--- src/rtl/host_cmd_bridge_pkg.sv ---
// Shared codes for the host command bridge: memory-op encodings, command opcodes, FSM states.
// No logic beyond a byte-select helper.
package host_cmd_bridge_pkg;

    typedef logic [63:0] word_t;

    localparam logic [1:0] MEM_OP_NOP   = 2'd0;
    localparam logic [1:0] MEM_OP_READ  = 2'd1;
    localparam logic [1:0] MEM_OP_WRITE = 2'd2;

    localparam logic [7:0] OPC_READ  = 8'h01;
    localparam logic [7:0] OPC_WRITE = 8'h02;

    typedef enum logic [2:0] {
        ST_IDLE,
        ST_ADDR,
        ST_DATA,
        ST_ISSUE,
        ST_WAIT,
        ST_RESP
    } state_e;

    function automatic logic [7:0] byte_at(input word_t word, input logic [2:0] idx);
        return word[8*idx +: 8];
    endfunction

endpackage

--- src/rtl/byte_shift_le.sv ---
// 8-byte little-endian word register: byte-wise assembly at an index, or whole-word load for readout.
// One-cycle write latency; no flow control, the owner sequences i_idx.
module byte_shift_le
    import host_cmd_bridge_pkg::*;
(
    input  logic       i_clk,
    input  logic       i_rst,
    input  logic       i_load,
    input  word_t      i_load_word,
    input  logic       i_wr,
    input  logic [2:0] i_idx,
    input  logic [7:0] i_byte,
    output word_t      o_word
);

    word_t word_q, word_d;

    always_comb begin
        word_d = word_q;
        if (i_load) begin
            word_d = i_load_word;
        end else if (i_wr) begin
            word_d[8*i_idx +: 8] = i_byte;
        end
    end

    always_ff @(posedge i_clk) begin
        if (i_rst) begin
            word_q <= '0;
        end else begin
            word_q <= word_d;
        end
    end

    assign o_word = word_q;

endmodule

--- src/rtl/host_cmd_bridge.sv ---
// Byte-stream host command bridge: framed read/write commands to a single memory-op port, bytes back out.
// One-cycle op strobe after the last command byte; responses held until i_tx_rdy, rx bytes dropped while busy.
module host_cmd_bridge
    import host_cmd_bridge_pkg::*;
#(
    parameter int unsigned TIMEOUT_CYCLES = 1024,
    parameter logic [7:0]  ACK_BYTE       = 8'hAA,
    parameter logic [7:0]  ERR_BYTE       = 8'hEE
) (
    input  logic        i_clk,
    input  logic        i_rst,
    input  logic [7:0]  i_rx_data,
    input  logic        i_rx_valid,
    output logic [7:0]  o_tx_data,
    output logic        o_tx_valid,
    input  logic        i_tx_rdy,
    output logic [1:0]  o_mem_op,
    output logic [63:0] o_mem_addr,
    output logic [63:0] o_mem_data,
    input  logic [63:0] i_mem_data,
    input  logic        i_mem_op_pending,
    output logic        o_busy,
    output logic        o_overrun
);

    localparam int unsigned   TW       = (TIMEOUT_CYCLES > 1) ? $clog2(TIMEOUT_CYCLES) : 1;
    localparam logic [TW-1:0] TMO_LAST = TW'(TIMEOUT_CYCLES - 1);

    state_e        state_q, state_d;
    logic [2:0]    cnt_q, cnt_d;
    logic [TW-1:0] tmo_q, tmo_d;
    logic          is_wr_q, is_wr_d;
    logic          resp_multi_q, resp_multi_d;
    logic [7:0]    tx_data_q, tx_data_d;
    logic          tx_valid_q, tx_valid_d;
    logic          overrun_q, overrun_d;
    logic          addr_wr, data_wr, rdata_ld;
    word_t         addr_word, data_word, rdata_word;

    byte_shift_le u_addr (
        .i_clk       (i_clk),
        .i_rst       (i_rst),
        .i_load      (1'b0),
        .i_load_word ('0),
        .i_wr        (addr_wr),
        .i_idx       (cnt_q),
        .i_byte      (i_rx_data),
        .o_word      (addr_word)
    );

    byte_shift_le u_wdata (
        .i_clk       (i_clk),
        .i_rst       (i_rst),
        .i_load      (1'b0),
        .i_load_word ('0),
        .i_wr        (data_wr),
        .i_idx       (cnt_q),
        .i_byte      (i_rx_data),
        .o_word      (data_word)
    );

    byte_shift_le u_rdata (
        .i_clk       (i_clk),
        .i_rst       (i_rst),
        .i_load      (rdata_ld),
        .i_load_word (i_mem_data),
        .i_wr        (1'b0),
        .i_idx       (3'd0),
        .i_byte      (8'h00),
        .o_word      (rdata_word)
    );

    always_ff @(posedge i_clk) begin
        if (i_rst) begin
            state_q      <= ST_IDLE;
            cnt_q        <= '0;
            tmo_q        <= '0;
            is_wr_q      <= 1'b0;
            resp_multi_q <= 1'b0;
            tx_data_q    <= '0;
            tx_valid_q   <= 1'b0;
            overrun_q    <= 1'b0;
        end else begin
            state_q      <= state_d;
            cnt_q        <= cnt_d;
            tmo_q        <= tmo_d;
            is_wr_q      <= is_wr_d;
            resp_multi_q <= resp_multi_d;
            tx_data_q    <= tx_data_d;
            tx_valid_q   <= tx_valid_d;
            overrun_q    <= overrun_d;
        end
    end

    always_comb begin
        state_d      = state_q;
        cnt_d        = cnt_q;
        tmo_d        = '0;
        is_wr_d      = is_wr_q;
        resp_multi_d = resp_multi_q;
        tx_data_d    = tx_data_q;
        tx_valid_d   = tx_valid_q;
        overrun_d    = overrun_q;
        addr_wr      = 1'b0;
        data_wr      = 1'b0;
        rdata_ld     = 1'b0;
        o_mem_op     = MEM_OP_NOP;

        unique case (state_q)
            ST_IDLE: begin
                if (i_rx_valid) begin
                    cnt_d = '0;
                    if (i_rx_data == OPC_READ || i_rx_data == OPC_WRITE) begin
                        is_wr_d = (i_rx_data == OPC_WRITE);
                        state_d = ST_ADDR;
                    end else begin
                        resp_multi_d = 1'b0;
                        tx_data_d    = ERR_BYTE;
                        tx_valid_d   = 1'b1;
                        state_d      = ST_RESP;
                    end
                end
            end
            ST_ADDR, ST_DATA: begin
                // A strobe wins over an expiring timeout in the same cycle.
                if (i_rx_valid) begin
                    addr_wr = (state_q == ST_ADDR);
                    data_wr = (state_q == ST_DATA);
                    cnt_d   = cnt_q + 3'd1;
                    if (cnt_q == 3'd7) begin
                        state_d = (state_q == ST_ADDR && is_wr_q) ? ST_DATA : ST_ISSUE;
                    end
                end else if (tmo_q == TMO_LAST) begin
                    state_d = ST_IDLE;
                end else begin
                    tmo_d = tmo_q + 1'b1;
                end
            end
            ST_ISSUE: begin
                o_mem_op = is_wr_q ? MEM_OP_WRITE : MEM_OP_READ;
                state_d  = ST_WAIT;
            end
            ST_WAIT: begin
                if (!i_mem_op_pending) begin
                    cnt_d        = '0;
                    rdata_ld     = !is_wr_q;
                    resp_multi_d = !is_wr_q;
                    tx_data_d    = is_wr_q ? ACK_BYTE : i_mem_data[7:0];
                    tx_valid_d   = 1'b1;
                    state_d      = ST_RESP;
                end
            end
            ST_RESP: begin
                if (tx_valid_q && i_tx_rdy) begin
                    if (!resp_multi_q || cnt_q == 3'd7) begin
                        cnt_d      = '0;
                        tx_valid_d = 1'b0;
                        state_d    = ST_IDLE;
                    end else begin
                        cnt_d     = cnt_q + 3'd1;
                        tx_data_d = byte_at(rdata_word, cnt_q + 3'd1);
                    end
                end
            end
            default: state_d = ST_IDLE;
        endcase

        if (i_rx_valid && (state_q == ST_ISSUE || state_q == ST_WAIT || state_q == ST_RESP)) begin
            overrun_d = 1'b1;
        end
    end

    assign o_tx_data  = tx_data_q;
    assign o_tx_valid = tx_valid_q;
    assign o_mem_addr = addr_word;
    assign o_mem_data = data_word;
    assign o_busy     = (state_q != ST_IDLE);
    assign o_overrun  = overrun_q;

endmodule

--- config.mk ---
export PLATFORM = sky130hd
export DESIGN_NAME = host_cmd_bridge
export DESIGN_NICKNAME = d
export VERILOG_FILES = /design/src/rtl/host_cmd_bridge_pkg.sv /design/src/rtl/byte_shift_le.sv /design/src/rtl/host_cmd_bridge.sv
export SDC_FILE = /design/constraint.sdc
export NUM_CORES = 1
export LEC_CHECK = 0
export CAP_MARGIN = 20
export CORE_MARGIN = 2
export CORE_UTILIZATION = 45
export CTS_BUF_LIST = sky130_fd_sc_hd__clkbuf_4 sky130_fd_sc_hd__clkbuf_8
export DETAILED_ROUTE_END_ITERATION = 8
export GPL_ROUTABILITY_DRIVEN = 0
export HOLD_SLACK_MARGIN = 0.08
export PLACE_DENSITY = 0.81
export SYNTH_ARGS = -nofsm -noshare
export SYNTH_HDL_FRONTEND = slang
export SYNTH_SLANG_ARGS = --single-unit
--- constraint.sdc ---
create_clock -name i_clk -period 3.3 [get_ports i_clk]
set_input_delay 0.66 -clock i_clk [delete_from_list [all_inputs] [get_ports i_clk]]
set_output_delay 0.66 -clock i_clk [all_outputs]
set_load 0.02 [all_outputs]
==> flow_metrics.env, run 1 <==
export IMPL_status="complete, no violations"
export IMPL_clkTransAtPathRegs_ns=0.06
export IMPL_syn_area_mm2=0.009158
export IMPL_htreeDepth=2
export IMPL_placement_rows=52
export IMPL_i_o_buffers=217
export IMPL_max_cap_viol_count=0
export IMPL_setup_viol=0
export IMPL_setup_slack_reg_to_reg_ns=0.36
export IMPL_crit_slowest_cell="nor3b_2"
export IMPL_overall_power_uw=7075
export IMPL_crit_chain="inv_1 > ha_2 > buf_4 > nor3b_2 > nand2_1 > mux2i_1 > nor2_1"
export IMPL_clk_latency_ns=0.53
export IMPL_fin_setup_tns_ns=0
export IMPL_dpl_cell_count=1463
export IMPL_fillerInstances=1639
export IMPL_cts_tree="yes"
export IMPL_syn_mean_instance_area_um2=8.952
export IMPL_via_per_inst=5.247
export IMPL_final_min_clock_period_ns=2.942
export IMPL_required_ns=3.70
export IMPL_startpoint_type="register"
export IMPL_grt_total_usage_pct=22.99
export IMPL_cts_repair_resize_count=0
export IMPL_design_portCount=218
export IMPL_grt_antenna_before_repair=1
export IMPL_finalClockSkew_ns=0.01980
export IMPL_sum_of_overflow_across_all_layers_after_global_routing=0
export IMPL_hold_viol_final=0
export IMPL_clock_tree_buffer_depth=3
export IMPL_routed_wl_um=25100
export IMPL_synth_yosys_seq_area_share_pct=48.09
export IMPL_startpoint="cnt_q[0]"
export IMPL_drt_antenna_violating_nets=0
export IMPL_post_drt_wl_per_cell_um=16.43
export IMPL_slowest_delay_ns=0.65
export IMPL_cts_post_setup_buffers_inserted=0
export IMPL_detail_route_drc_violations=0
export IMPL_yosys_cell_types_count=55
export IMPL_synth_edff_count=0
export IMPL_cts_num_sinks=220
export IMPL_leakagePower_uw=0.004767
export IMPL_detailroute_via_count=8017
export IMPL_die_height_um=146.7
export IMPL_report_final_slew_viol_count=0
export IMPL_grt_max_degree=107
export IMPL_clockRootBuffer="clkbuf_8"
export IMPL_finish_instance_area_mm2=0.01235
export IMPL_core_region_area_mm2=0.02010
export IMPL_max_freq_mhz=340.0
export IMPL_rsz_0062_raised_after_global_routing="no"
export IMPL_final_cells=1528
export IMPL_die_area_mm2=0.02151
export IMPL_synth_fp_nets=1106
export IMPL_fraction_of_final_layout_cells_with_drive_strength_greater_than_1_pct=10.02
export IMPL_hpwlAfterDp_um=17820
export IMPL_setup_worst_path_end_class="register"
export IMPL_critical_path_endpoint="u_addr.o_word[49]"
export IMPL_power_density_mw_per_mm2=573.0
export IMPL_reg2regPathDepth=7
export IMPL_placed_area_mm2=0.01152
export IMPL_async_flop_share_pct=0
export IMPL_grt_first_pass_wirelength_um=40120
export IMPL_critical_path_depth=7
export IMPL_start_util_pct=45.55
export IMPL_worst_slew_pin_slew_ns=0.7849
export IMPL_r2r_path_start="cnt_q[0]"
export IMPL_hold_path_class="register to register"
export IMPL_cts_hold_buffers_added=0
export IMPL_worst_path_max_fanout=20
export IMPL_yosysWarningCount=0
export IMPL_tritoncts_num_buffers=36
export IMPL_area_growth_synth_to_final_pct=34.84
export IMPL_vias_in_the_first_global_route=7721
export IMPL_worst_ep_arrival_time_ns=3.34
export IMPL_final_core_utilization_pct=61.42
export IMPL_synth_seq_cells=220
export IMPL_timing_worst_setup_path_type="register to register"
export IMPL_syn_instance_count=1023
export IMPL_detailedRoute_firstPassIterationCount=5
export IMPL_maxSlewHeadroom_pct=47.56
export IMPL_synthFlopType="dfxtp_1"
export IMPL_crit_family="simple AND/OR/NAND/NOR gates"
export IMPL_die_w_um=146.7
export IMPL_drt_initial_drc_count=524
export IMPL_period_share_pct=89.14
export IMPL_worst_r2r_endpoint="u_addr.o_word[49]"
export IMPL_nets=1314
export IMPL_sum_of_buffers_and_inverters_on_the_critical_path=2
export IMPL_worst_ir_drop_vdd_mv=0.2732
synthesized netlist by cell type, drive strengths merged, types with 3 or more instances:
library cell | instances | share of area [%]
and3 | 16 | 1.1
dfxtp | 220 | 48
mux2i | 103 | 11
o2111ai | 3 | 0.29
nand3 | 39 | 2.2
clkbuf | 39 | 1.6
o21ai | 6 | 0.37
ha | 6 | 0.82
a211oi | 8 | 0.66
nand2 | 184 | 7.6
nand4 | 4 | 0.27
nor4 | 5 | 0.41
xor2 | 4 | 0.38
a21oi | 107 | 5.8
o221ai | 3 | 0.29
nand3b | 5 | 0.41
inv | 11 | 0.45
or2 | 4 | 0.27
nor3 | 12 | 0.78
mux4 | 14 | 3.4
nor2 | 128 | 5.3
or3 | 4 | 0.27
and2 | 23 | 1.6
mux2 | 4 | 0.49
o211ai | 3 | 0.25
buf | 30 | 2.1
nand2b | 5 | 0.42
nor2b | 10 | 0.68
xnor2 | 5 | 0.48
per-stage QoR:
step                      hold slack [ns]  setup WS [ns]
after CTS                          0.4523         0.3744
after global placement             0.4291         0.4372
after detailed placement           0.4446         0.3765
after floorplan                    0.4175         0.9269
final                              0.4521         0.3585
after global routing               0.4719         0.1305
worst min-delay path by stage:
stage | start | endpoint | slack, ns | cells after the start
2_1_floorplan | tmo_q[0] | tmo_q[0] | 0.42 | 1
3_3_place_gp | tmo_q[0] | tmo_q[0] | 0.43 | 1
3_5_place_dp | u_rdata.o_word[27] | u_rdata.o_word[27] | 0.44 | 2
4_1_cts | u_rdata.o_word[27] | u_rdata.o_word[27] | 0.45 | 2
5_1_grt | u_rdata.o_word[37] | u_rdata.o_word[37] | 0.47 | 2
6_report | u_rdata.o_word[41] | u_rdata.o_word[41] | 0.45 | 2
final cells by class:
cell class	instances	area, um^2	share of cell area [%]
inverters	11	41.29	0.3344
clock inverters	6	62.56	0.5066
flip-flops and latches	220	4404	35.67
well taps	270	337.8	2.736
multi-input cells	723	4388	35.54
repair buffers	239	2351	19.04
clock buffers	58	760.7	6.161
diodes	1	2.502	0.02027
cells by family after synthesis:
group / count (synthesis) / share of synthesized area (%)
buffers and inverters: 80 / 4.154
and+or+nand+nor: 444 / 21.92
xor gates and xnor gates: 9 / 0.8607
AOI/OAI and AO/OA: 143 / 8.963
DFF: 220 / 48.09
adders and majority gates: 6 / 0.8198
muxes: 121 / 15.19
state kept, by name, summed over array words and instances, names as in the netlist:
name,flops
u_addr.o_word,64
u_rdata.o_word,64
u_wdata.o_word,64
tmo_q,10
o_tx_data,8
cnt_q,3
state_q,3
is_wr_q,1
o_overrun,1
o_tx_valid,1
resp_multi_q,1
placed cells by master (no fill, tap or decap), drive strengths merged, types with 3 or more instances in the layout:
cell / instances
buf: 23
and3: 16
nand2: 184
or2: 4
a21oi: 107
o211ai: 3
nor2: 128
nand4: 4
nand3: 39
nand3b: 5
dfxtp: 220
nor4: 5
nor2b: 10
o2111ai: 3
mux2i: 103
nor3: 12
mux4: 14
o221ai: 3
clkinvlp: 3
clkdlybuf4s50: 216
inv: 11
xor2: 4
a211oi: 8
o21ai: 6
nand2b: 5
ha: 6
clkbuf: 58
xnor2: 5
mux2: 4
or3: 4
and2: 23
power breakdown:
group | switching (uW) | internal (uW) | leakage [uW]
Sequential | 120 | 2830 | 0.00178
Clock | 1080 | 1540 | 0.000424
Combinational | 875 | 630 | 0.00257
layer usage:
layer	share of wire (%)	vias to the layer above	wire length, um	global-route usage, %
met5	0	-	0	0
met4	3.7	0	925	8.786
met3	6.6	55	1666	4.438
met2	47	326	11860	38.59
met1	42	3729	10650	29.36
li1	-	3907	-	-
tightest hold or removal path, stage by stage, from the launching register on:
cell	delay, ns
dfxtp_1	0.31
nand2_1	0.05
a21oi_1	0.05
Note: power is estimated with default switching activity, not from simulation.
==> run 2, diff against run 1 <==
--- a/config.mk
+++ b/config.mk
@@ -12,7 +12,7 @@
 export DETAILED_ROUTE_END_ITERATION = 8
 export GPL_ROUTABILITY_DRIVEN = 0
 export HOLD_SLACK_MARGIN = 0.08
-export PLACE_DENSITY = 0.81
+export PLACE_DENSITY = 0.71
 export SYNTH_ARGS = -nofsm -noshare
 export SYNTH_HDL_FRONTEND = slang
 export SYNTH_SLANG_ARGS = --single-unit
==> run 2 against run 1 <==
Compared with the run above:
- clock-buffer cell count unchanged
- register-to-register slack better by 0.09 ns
- clock skew up 0.0024 ns
- critical endpoint is now o_mem_op[1]
- largest power group unchanged
- highest routed layer unchanged
==> flow_metrics.env, run 2 (synthesized netlist as in run 1, its figures left out) <==
export IMPL_status="complete, no violations"
export IMPL_sum_of_overflow_across_all_layers_after_global_routing=0
export IMPL_cts_post_setup_buffers_inserted=0
export IMPL_power_density_mw_per_mm2=564.9
export IMPL_detailedRoute_firstPassIterationCount=5
export IMPL_cts_hold_buffers_added=0
export IMPL_p_int_uw=4901
export IMPL_timing_worst_setup_path_type="register to primary output"
export IMPL_hold_slack_ns=0.4528
export IMPL_leakagePower_uw=0.004767
export IMPL_area_growth_synth_to_final_pct=34.51
export IMPL_hpwlAfterDp_um=17710
export IMPL_clkTransAtPathRegs_ns=0.06
export IMPL_i_o_buffers=217
export IMPL_period_share_pct=88.34
export IMPL_cts_num_sinks=220
export IMPL_htreeDepth=2
export IMPL_maxSlewHeadroom_pct=53.56
export IMPL_design_portCount=218
export IMPL_grt_antenna_before_repair=0
export IMPL_swShare_pct=29.57
export IMPL_total_switching_power_uw=2058
export IMPL_core_region_area_mm2=0.02010
export IMPL_tritoncts_num_buffers=37
export IMPL_detail_route_drc_violations=0
export IMPL_clock_tree_buffer_depth=3
export IMPL_detailroute_via_count=7845
export IMPL_slowest_delay_ns=0.65
export IMPL_most_common_library_cell_in_the_layout_ignoring_fill_and_taps="dfxtp_1"
export IMPL_nets=1317
export IMPL_routed_wl_um=24860
export IMPL_start_util_pct=45.55
export IMPL_drt_antenna_violating_nets=0
export IMPL_max_freq_mhz=343.0
export IMPL_combPwrFrac_pct=21.3
export IMPL_antenna_cells=0
export IMPL_startpoint_type="register"
export IMPL_grt_total_usage_pct=22.75
export IMPL_crit_slowest_cell="dfxtp_1"
export IMPL_drt_initial_drc_count=439
export IMPL_required_ns=2.64
export IMPL_die_height_um=146.7
export IMPL_worst_path_max_fanout=14
export IMPL_fraction_of_final_layout_cells_with_drive_strength_greater_than_1_pct=10.17
export IMPL_sum_of_buffers_and_inverters_on_the_critical_path=1
export IMPL_final_core_utilization_pct=61.27
export IMPL_post_drt_wl_per_cell_um=16.26
export IMPL_worst_slew_pin_slew_ns=0.6966
export IMPL_mostFrequentLayoutCells="220 x dfxtp_1, 216 x clkdlybuf4s50_1, 183 x nand2_1"
export IMPL_hold_path_class="register to register"
export IMPL_clockRootBuffer="clkbuf_8"
export IMPL_vias_in_the_first_global_route=7635
export IMPL_max_cap_viol_count=0
export IMPL_cts_repair_resize_count=0
export IMPL_report_final_slew_viol_count=0
export IMPL_clk_latency_ns=0.53
export IMPL_finalClockSkew_ns=0.02216
export IMPL_fillerInstances=1785
export IMPL_setup_worst_path_end_class="primary output"
export IMPL_hold_viol_final=0
export IMPL_die_w_um=146.7
export IMPL_fin_setup_tns_ns=0
export IMPL_final_min_clock_period_ns=2.915
export IMPL_grt_first_pass_wirelength_um=39610
export IMPL_crit_chain="nand2_1 > nor2_1 > and2_1 > clkdlybuf4s50_1"
export IMPL_seqPwrFrac_pct=42.7
export IMPL_hp_start="u_wdata.o_word[53]"
export IMPL_rsz_0062_raised_after_global_routing="no"
export IMPL_via_per_inst=5.131
export IMPL_worst_ep_arrival_time_ns=2.26
export IMPL_cts_tree="yes"
export IMPL_share_clk_of_total_power_pct=36.0
export IMPL_startpoint="state_q[0]"
export IMPL_placement_rows=52
export IMPL_grt_max_degree=94
export IMPL_setup_viol=0
export IMPL_r2r_path_start="cnt_q[0]"
export IMPL_crit_family="flip-flops"
export IMPL_worst_ir_drop_vdd_mv=0.3009
export IMPL_die_area_mm2=0.02151
-- run 2: stage by stage --
step | power, uW | cells | setup slack [ns] | instance area (um^2)
CTS | 7021 | 1529 | 0.3703 | 12320
global route | 7299 | 1529 | 0.1635 | 12320
finish | 6958 | 1529 | 0.3847 | 12320
global placement | 4498 | 1465 | 0.3952 | 11540
floorplan | 4030 | 1023 | 0.9269 | 9158
detailed placement | 4512 | 1465 | 0.3764 | 11540
-- run 2: final cells by class --
class / instances / area, um^2 / share of cell area (%)
sequential: 220 / 4404 / 35.75
multi-input combinational: 723 / 4388 / 35.62
timing repair buffer: 241 / 2366 / 19.21
clock buffer: 58 / 748.2 / 6.074
tap: 270 / 337.8 / 2.743
inverter: 11 / 41.29 / 0.3352
clock inverter: 6 / 32.53 / 0.2641
-- run 2: worst min-delay path, cell delays in order, from the launching register on --
cell     delay (ns)
dfxtp_1        0.31
nand2_1        0.05
a21oi_1        0.05
-- run 2: power by group through the flow --
stage	Combinational [uW]	Sequential, uW	Clock [uW]
3_5_place_dp	1490	3030	0
3_3_place_gp	1480	3020	0
5_1_grt	1630	2990	2680
2_1_floorplan	1000	3030	0
4_1_cts	1490	2970	2560
6_report	1480	2970	2500
-- run 2: worst paths after layout --
| kind | slack [ns] | endpoint | cells past startpoint |
|---|---|---|---|
| max reg2reg | 0.45 | u_addr.o_word[18] | 8 |
| min | 0.45 | u_wdata.o_word[53] | 2 |
| max | 0.38 | o_mem_op[1] | 4 |
| min reg2reg | 0.45 | u_wdata.o_word[53] | 2 |
-- run 2: layer usage --
layer / up-vias / track usage (%) / wire, um
met5: - / 0 / 0
met1: 3647 / 30.31 / 11030
met4: 0 / 7.864 / 700
met3: 44 / 5.156 / 1528
met2: 241 / 36.55 / 11610
li1: 3913 / - / -
==> run 3, diff against run 2 <==
--- a/config.mk
+++ b/config.mk
@@ -5,6 +5,7 @@
 export SDC_FILE = /design/constraint.sdc
 export NUM_CORES = 1
 export LEC_CHECK = 0
+export ABC_AREA = 1
 export CAP_MARGIN = 20
 export CORE_MARGIN = 2
 export CORE_UTILIZATION = 45
@@ -13,6 +14,7 @@
 export GPL_ROUTABILITY_DRIVEN = 0
 export HOLD_SLACK_MARGIN = 0.08
 export PLACE_DENSITY = 0.71
+export SETUP_SLACK_MARGIN = 0.05
 export SYNTH_ARGS = -nofsm -noshare
 export SYNTH_HDL_FRONTEND = slang
 export SYNTH_SLANG_ARGS = --single-unit
==> run 3 against run 2 <==
Compared with the run above:
- first-iteration DRC count up 40%
- clock-buffer cell count up 1
- non-clock buffer count down 14
- core utilization down 0.27 points
- largest cell class unchanged
==> flow_metrics.env, run 3 <==
export IMPL_status="complete, no violations"
export IMPL_grt_first_pass_wirelength_um=42000
export IMPL_hold_path_class="register to register"
export IMPL_via_per_inst=5.074
export IMPL_syn_mean_instance_area_um2=7.244
export IMPL_max_freq_mhz=371.1
export IMPL_final_cells=1762
export IMPL_async_flop_share_pct=0
export IMPL_hold_viol_final=0
export IMPL_sum_of_buffers_and_inverters_on_the_critical_path=2
export IMPL_clock_tree_buffer_depth=3
export IMPL_yosysWarningCount=0
export IMPL_worst_ep_arrival_time_ns=3.10
export IMPL_cts_post_setup_buffers_inserted=0
export IMPL_detailroute_via_count=8941
export IMPL_worst_path_max_fanout=22
export IMPL_grt_total_usage_pct=24.13
export IMPL_synth_edff_count=0
export IMPL_i_o_buffers=217
export IMPL_startpoint_type="register"
export IMPL_synth_most_common_cell="nor2_1"
export IMPL_vias_in_the_first_global_route=8053
export IMPL_finalClockSkew_ns=0.02125
export IMPL_worst_ir_drop_vdd_mv=0.5590
export IMPL_cts_tree="yes"
export IMPL_dpl_cell_count=1697
export IMPL_fillerInstances=1894
export IMPL_cts_num_sinks=220
export IMPL_drt_antenna_violating_nets=0
export IMPL_slowest_delay_ns=0.48
export IMPL_worst_slew_pin_slew_ns=0.6343
export IMPL_detail_route_drc_violations=0
export IMPL_mostFrequentLayoutCells="281 x nor2_1, 219 x dfxtp_1, 217 x clkdlybuf4s50_1"
export IMPL_gr_layer_usage_met1_pct=33.52
export IMPL_drt_initial_drc_count=615
export IMPL_die_height_um=146.4
export IMPL_final_min_clock_period_ns=2.695
export IMPL_rsz_0062_raised_after_global_routing="no"
export IMPL_required_ns=3.70
export IMPL_tritoncts_num_buffers=37
export IMPL_nets=1549
export IMPL_timing_worst_setup_path_type="register to register"
export IMPL_leakagePower_uw=0.004857
export IMPL_area_growth_synth_to_final_pct=33.93
export IMPL_clkTransAtPathRegs_ns=0.06
export IMPL_syn_area_mm2=0.009128
export IMPL_routed_wl_um=26570
export IMPL_sum_of_overflow_across_all_layers_after_global_routing=0
export IMPL_detailedRoute_firstPassIterationCount=5
export IMPL_synth_seq_cells=220
export IMPL_clockRootBuffer="clkbuf_8"
export IMPL_setup_viol=0
export IMPL_fin_setup_tns_ns=0
export IMPL_power_density_mw_per_mm2=727.6
export IMPL_setup_worst_path_end_class="register"
export IMPL_fraction_of_final_layout_cells_with_drive_strength_greater_than_1_pct=7.909
export IMPL_synth_yosys_seq_area_share_pct=48.25
export IMPL_crit_family="simple AND/OR/NAND/NOR gates"
export IMPL_report_final_slew_viol_count=0
export IMPL_gr_usage_met2_pct=39.27
export IMPL_yosys_cell_types_count=29
export IMPL_cts_repair_resize_count=0
export IMPL_hold_slack_ns=0.4456
export IMPL_crit_slowest_cell="inv_1"
export IMPL_period_share_pct=81.66
export IMPL_hpwlAfterDp_um=19120
export IMPL_routing_layer_with_the_top_usage_in_global_route="met2"
export IMPL_core_region_area_mm2=0.02004
export IMPL_antenna_cells=0
export IMPL_post_drt_wl_per_cell_um=15.08
export IMPL_synthFlopType="dfxtp_1"
export IMPL_synth_top_cell_area_share_pct=48.25
export IMPL_max_cap_viol_count=0
export IMPL_synth_fp_nets=1343
export IMPL_use_met3_pct=3.656
export IMPL_die_w_um=146.4
export IMPL_cts_hold_buffers_added=0
export IMPL_htreeDepth=2
export IMPL_synth_largest_area_cell="dfxtp_1"
export IMPL_most_common_library_cell_in_the_layout_ignoring_fill_and_taps="nor2_1"
export IMPL_syn_instance_count=1260
export IMPL_maxSlewHeadroom_pct=57.66
export IMPL_post_synth_most_frequent_cells="281 x nor2_1, 220 x dfxtp_1, 189 x o21ai_0, 120 x nand2_1"
export IMPL_grt_antenna_before_repair=0
export IMPL_crit_chain="inv_2 > ha_1 > inv_1 > nand3_1 > nor2_2 > nand2_1 > o21ai_0 > nor2_1"
export IMPL_design_portCount=218
export IMPL_die_area_mm2=0.02144
export IMPL_grt_max_degree=103
export IMPL_clk_latency_ns=0.53
export IMPL_start_util_pct=45.55
export IMPL_placement_rows=52
export IMPL_biggest_area_contributors_in_the_synthesized_netlist="dfxtp_1 48%, nor2_1 12%, o21ai_0 10%, a21oi_1 6.5%, nand2_1 4.9%"
run 3: cell count changes in the layout (fill, tap and decap cells not counted), moves of 16 or more:
cell	before	now
and2_1	23	0
and3_1	16	0
inv_1	11	117
mux2i_1	103	0
nand2_1	183	120
nor2_1	125	281
o21ai_0	5	189
o21ai_1	0	28
run 3: worst paths after layout:
| kind | start | endpoint | slack [ns] | cells after the start |
|---|---|---|---|---|
| setup / recovery | cnt_q[0] | u_addr.o_word[39] | 0.61 | 8 |
| hold / removal | u_rdata.o_word[21] | u_rdata.o_word[21] | 0.45 | 2 |
| setup reg to reg | cnt_q[0] | u_addr.o_word[39] | 0.61 | 8 |
| hold reg to reg | u_rdata.o_word[21] | u_rdata.o_word[21] | 0.45 | 2 |
run 3: cell type report:
cell class	count	area (um^2)	share of cell area [%]
multi-input cells	849	3969	32.47
repair buffers	227	2272	18.59
flip-flops and latches	220	4405	36.04
clock inverters	6	40.04	0.3275
inverters	131	494.2	4.043
well taps	270	337.8	2.764
clock buffers	59	705.7	5.773
run 3: per-layer routing:
layer / routed length [um] / share of wire, %
met5: 0 / 0
met4: 495 / 1.9
met3: 1573 / 5.9
met2: 12360 / 47
met1: 12140 / 46
run 3: stage by stage:
stage	cell area (um^2)	util, %	setup slack (ns)	power (uW)
5_1_grt	12220	61.00	0.3967	9500
4_1_cts	12220	61.00	0.6105	8918
2_1_floorplan	9128	-	1.129	5540
3_5_place_dp	11480	57.28	0.5415	6458
6_report	12220	61.00	0.6054	8894
3_3_place_gp	11480	57.28	0.5635	6417
run 3: cell families after synthesis:
kind of cell	after synthesis	synth area share, %
compound gates	343	19.03
xor+xnor	5	0.4798
fa+ha+maj	6	0.8225
buf+inv	191	8.348
flops	220	48.25
simple gates	495	23.07
run 3: worst min-delay path: stages, from the launching register on:
cell and delay (ns):
dfxtp_1 0.30, inv_1 0.04, a21oi_1 0.05
run 3: report_power, final:
group          leakage (uW)  switching (uW)  internal (uW)
Sequential          0.00178             179           3040
Clock              0.000401            1090           1360
Combinational       0.00267            2200           1030
